[src/rtl/clk_divider.sv]
// Integer clock divider: oclk has a period of N clk cycles and is high for N/2 of them.
// Even N uses one posedge register; odd N combines a posedge and a negedge register.
module clk_divider #(
    parameter int N = 24
) (
    input  logic clk,
    input  logic rst_n,
    output logic oclk
);

    localparam int CW = (N < 2) ? 1 : $clog2(N);

    if (N < 2) begin : g_bad_n
        $error("clk_divider: parameter N must be at least 2, got %0d", N);
    end

    logic [CW-1:0] cnt_q;
    logic [CW-1:0] cnt_d;

    // cnt_d is the count after the coming edge, so the edge e after release sees e mod N.
    always_comb begin
        cnt_d = cnt_q + 1'b1;
        if (cnt_q == CW'(N - 1)) begin
            cnt_d = '0;
        end
    end

    always_ff @(posedge clk) begin
        if (!rst_n) begin
            cnt_q <= '0;
        end else begin
            cnt_q <= cnt_d;
        end
    end

    if ((N % 2) == 0) begin : g_even
        logic oclk_q;
        logic oclk_d;

        always_comb begin
            oclk_d = (cnt_d >= CW'(N / 2));
        end

        always_ff @(posedge clk) begin
            if (!rst_n) begin
                oclk_q <= 1'b0;
            end else begin
                oclk_q <= oclk_d;
            end
        end

        assign oclk = oclk_q;
    end else begin : g_odd
        logic p_q;
        logic p_d;
        logic run_q;
        logic run_d;
        logic q_q;
        logic q_d;

        // p is high for (N-1)/2 whole cycles; q extends it by the trailing half cycle.
        always_comb begin
            p_d   = (cnt_d >= CW'((N - 1) / 2)) && (cnt_d <= CW'(N - 2));
            run_d = rst_n;
            q_d   = p_q & run_q;
        end

        always_ff @(posedge clk) begin
            if (!rst_n) begin
                p_q <= 1'b0;
            end else begin
                p_q <= p_d;
            end
            run_q <= run_d;
        end

        always_ff @(negedge clk) begin
            q_q <= q_d;
        end

        // run_q masks q from the reset edge so no half-cycle tail survives a reset.
        assign oclk = p_q | (q_q & run_q);
    end

endmodule

[config.mk]
export PLATFORM = sky130hd
export DESIGN_NAME = clk_divider
export DESIGN_NICKNAME = d
export VERILOG_FILES = /design/src/rtl/clk_divider.sv
export SDC_FILE = /design/constraint.sdc
export NUM_CORES = 1
export LEC_CHECK = 0
export ABC_CLOCK_PERIOD_IN_PS = 1200
export CAP_MARGIN = 20
export CORE_AREA = 2 2 39 41
export CTS_BUF_LIST = sky130_fd_sc_hd__clkbuf_4
export CTS_CLUSTER_SIZE = 25
export DETAILED_ROUTE_END_ITERATION = 10
export DIE_AREA = 0 0 41 43
export GPL_TIMING_DRIVEN = 0
export MAX_ROUTING_LAYER = met4
export SYNTH_ARGS = -nofsm -noshare
export SYNTH_HDL_FRONTEND = slang
export SYNTH_SLANG_ARGS = --single-unit
[constraint.sdc]
create_clock -name clk -period 1.2 [get_ports clk]
set_input_delay 0.24 -clock clk [delete_from_list [all_inputs] [get_ports clk]]
set_output_delay 0.24 -clock clk [all_outputs]
set_load 0.01 [all_outputs]
==> summary by stage <==
Critical path
The critical register-to-register path startpoint is cnt_q[0]. For the worst flop-to-flop path, the logic depth is 4. The register-to-register setup slack is 0.04 ns. The sort of element at the end of the critical path is a register. Along the worst path, the maximum fanout reaches 5. The reg-to-reg endpoint is oclk.

Data on the critical path arrives at its endpoint at 1.28 ns. The critical path required time is 1.33 ns. The critical path is of the reg2reg type. The startpoint class of the critical path is a register.

Drt
The via density per instance is 3.909. In the final routed layout, each cell accounts on average for 9.205 um. The first routing iteration left 0 violations. The total wire length after detailed routing is 405 um. Detailed routing inserted a total of 172 vias. The count of nets left with antenna violations after detail routing is 0. For this run, the detailed router's first-pass iteration total came to 1.

In the routed design, unresolved DRC markers number 0.

Power
IR analysis of the VDD net gives a maximum drop of 0.3273 mV. The internal portion of the total power is 0.3369 mW. The leakage power is 0.1514 nW. The share of total power in combinational logic is 5.6%.

In this run switching power makes up 21.59% of total power. The proportion of power drawn by flip-flops and latches is 51.2%. The switching power of the nets is 0.09279 mW.

The power density of the placed cells is 1296 nW/um^2. The clock group share of total power is 43.2%.

Hold path
For hold timing, the worst endpoint is cnt_q[0]. The worst hold path begins at cnt_q[0]. The tightest min-delay check is of the reg2reg type. The worst hold path stage count is 1.

Timing
The tightest slew margin relative to the limit is 87.68%. The total of endpoints with negative setup slack in the final report is 0. The transition at the pin with the smallest max-transition slack is 0.1796 ns.

Setup repair after global routing could not meet its margin everywhere. The count of endpoints failing hold in the final timing report is 0. The time the final worst path needs with I/O delays and setup is 1.156 ns. The least setup slack across all paths after layout is 0.04395 ns. The number of slew-limit violations in the final report is 0.

The top achievable clock speed is 865.0 MHz. Between clock sinks in the finished design, the worst skew comes to 0.001319 ns. The worst hold margin is 0.4514 ns. The worst path uses 96.34% of the clock period.

Floorplan
For this configuration, the core starts out at a cell density of 17.72%. From bottom edge to top edge, the die measures 43 um. The area of the die is 1763 sq um. The total I/O pin count is 3. The row count is 14. The width of the die is 41 um. The total area inside the core boundary comes to 1384 sq um.

Clock tree
The clock passes through at most 2 buffers. TritonCTS built the clock tree. CTS placed an instance of sky130_fd_sc_hd__clkbuf_4 at the clock tree root.

The clock-pin slew reported for the worst setup and hold paths after clock tree synthesis is 0.04 ns. The total of hold buffers inserted after clock tree synthesis is 0. Counting every sink on the clock net gives 6.

The total CTS buffers is 3. For the worst-skew pair, the clock arrives at the later sink with an insertion delay of 0.24 ns. The number of levels in the clock H-tree is 1.

Global routing
The number of antenna violations at the first check in global routing is 0. The global routing usage summed across all routing layers is 6.804%. The largest net degree at the start of global routing is 6.

The wire length of the first global-routing pass is 655 um. The number of global-route vias before repair came to 162. Summed over all layers, the global routing overflow is 0.

Run
The total of max-cap violations is 0.

Logic synthesis
The number of flip-flops and latches in the synthesized netlist is 6. Counting every instance in the synthesized netlist gives 22. In this run, distinct cell masters in the synthesized netlist total 16. For this run, the number of Yosys warnings is 0.

Yosys instantiated no cell more often than sky130_fd_sc_hd__dfxtp_1. Yosys mapped a number of flops with a built-in enable equal to 0. The number of nets in the synthesized netlist is 26.

Sequential elements use 48.98% of the synthesized area. The commonest cells after synthesis are sky130_fd_sc_hd__dfxtp_1 (6), sky130_fd_sc_hd__ha_1 (2). By area the synthesized netlist is led by sky130_fd_sc_hd__dfxtp_1 (49%), sky130_fd_sc_hd__ha_1 (10%), sky130_fd_sc_hd__and4b_2 (4.6%), sky130_fd_sc_hd__and4b_1 (4.1%), sky130_fd_sc_hd__mux2i_1 (4.1%). The cell taking the most area after synthesis is sky130_fd_sc_hd__dfxtp_1. After synthesis the cells add up to 245.2 sq um.

In this run the biggest area consumer among cell types represents 48.98% of the synthesized area. The leading register cell type out of synthesis is sky130_fd_sc_hd__dfxtp_1. The proportion of synthesized flip-flops having asynchronous set or reset is 0%. The average size of a mapped cell is 11.15 sq um.

Placement
After legalization and detailed placement, the total HPWL measured 279.2 um. Routability-driven placement finished with a final weighted congestion of 0.6345. Timing analysis after detailed placement gives a worst setup slack of -0.07001 ns.

The number of I/O port buffers is 2.

Final layout
The number of inserted filler cells in the final layout is 143. The fraction of layout instances using a drive strength above 1 is 28.57%. The count of antenna diodes in the layout is 0. Leaving out fill and tap cells, the most frequent cells in the layout are sky130_fd_sc_hd__dfxtp_1 (4), sky130_fd_sc_hd__clkbuf_4 (3). Leaving out fill and tap cells, the most frequent cell in the layout is sky130_fd_sc_hd__dfxtp_1. The total number of nets in the final design is 34. The growth of design area from synthesis to finish is 35.20%.

In the final layout, the multi-input gates occupy 133.9 sq um. The sequential cell area is 125.1 sq um.

Outcome
The run finished with clean final reports.
==> layout make-up <==
class / count / area share (%)
clock buffer: 3 / 6.792
inverter: 1 / 1.132
multi-input combinational: 15 / 40.38
sequential: 6 / 37.74
tap: 16 / 6.038
timing repair buffer: 3 / 7.925
==> per-layer routing <==
layer | vias to the layer above | part of all wire [%] | global-route usage, %
met4 | 0 | 0.99 | 10.00
met5 | - | 0 | -
met3 | 2 | 5.2 | 3.141
li1 | 89 | - | -
met2 | 4 | 48 | 6.250
met1 | 77 | 46 | 8.091
==> sequential cells by signal (all words and copies together), names as in the netlist <==
signal	cells
cnt_q	5
oclk	1
==> logic make-up after synthesis <==
family / Yosys count / synth area share [%]
muxes: 1 / 4.082
xor gates and xnor gates: 1 / 3.572
DFF: 6 / 48.98
buffers and inverters: 1 / 1.529
adders and majority gates: 2 / 10.20
and+or+nand+nor: 7 / 20.41
AOI/OAI and AO/OA: 4 / 11.23
==> what timing repair did <==
action                     CTS  global route
gates resized for setup      3             3
buffers inserted             0             1
setup endpoints to repair    2             1
pin swaps                    1             2
==> through the flow <==
stage | utilization [%] | std cells | area [sq um] | setup TNS, ns | total power [mW]
final | 23.96 | 44 | 331.6 | 0 | 0.4297
after global routing | 23.96 | 44 | 331.6 | -0.02557 | 0.4607
after CTS | 23.06 | 43 | 319.1 | 0 | 0.4396
after detailed placement | 20.61 | 40 | 285.3 | -0.07001 | 0.2410
after global placement | 20.61 | 40 | 285.3 | -0.05942 | 0.2409
after floorplan | - | 22 | 245.2 | 0 | 0.2320
==> power by group through the flow <==
stage	clock network (mW)	logic [mW]	registers (mW)
global placement	0	0.0206	0.220
global route	0.211	0.0290	0.221
finish	0.186	0.0241	0.220
CTS	0.197	0.0226	0.220
detailed placement	0	0.0204	0.221
floorplan	0	0.0132	0.219
==> worst max-delay path, cell delays in order, from the launching register on <==
cell                       delay, ns
sky130_fd_sc_hd__dfxtp_4        0.35
sky130_fd_sc_hd__ha_4           0.17
sky130_fd_sc_hd__and4b_1        0.19
sky130_fd_sc_hd__o21a_1         0.18
sky130_fd_sc_hd__o21bai_1       0.15
==> worst max path at each step <==
stage,start,endpoint,slack (ns),cells past startpoint
3_3_place_gp,cnt_q[0],oclk,-0.06,4
3_5_place_dp,cnt_q[0],oclk,-0.07,4
2_1_floorplan,cnt_q[0],oclk,0.01,4
4_1_cts,cnt_q[0],oclk,0.002,4
6_report,cnt_q[0],oclk,0.04,4
5_1_grt,cnt_q[0],oclk,-0.03,4
(Power assumes the default switching activity.)
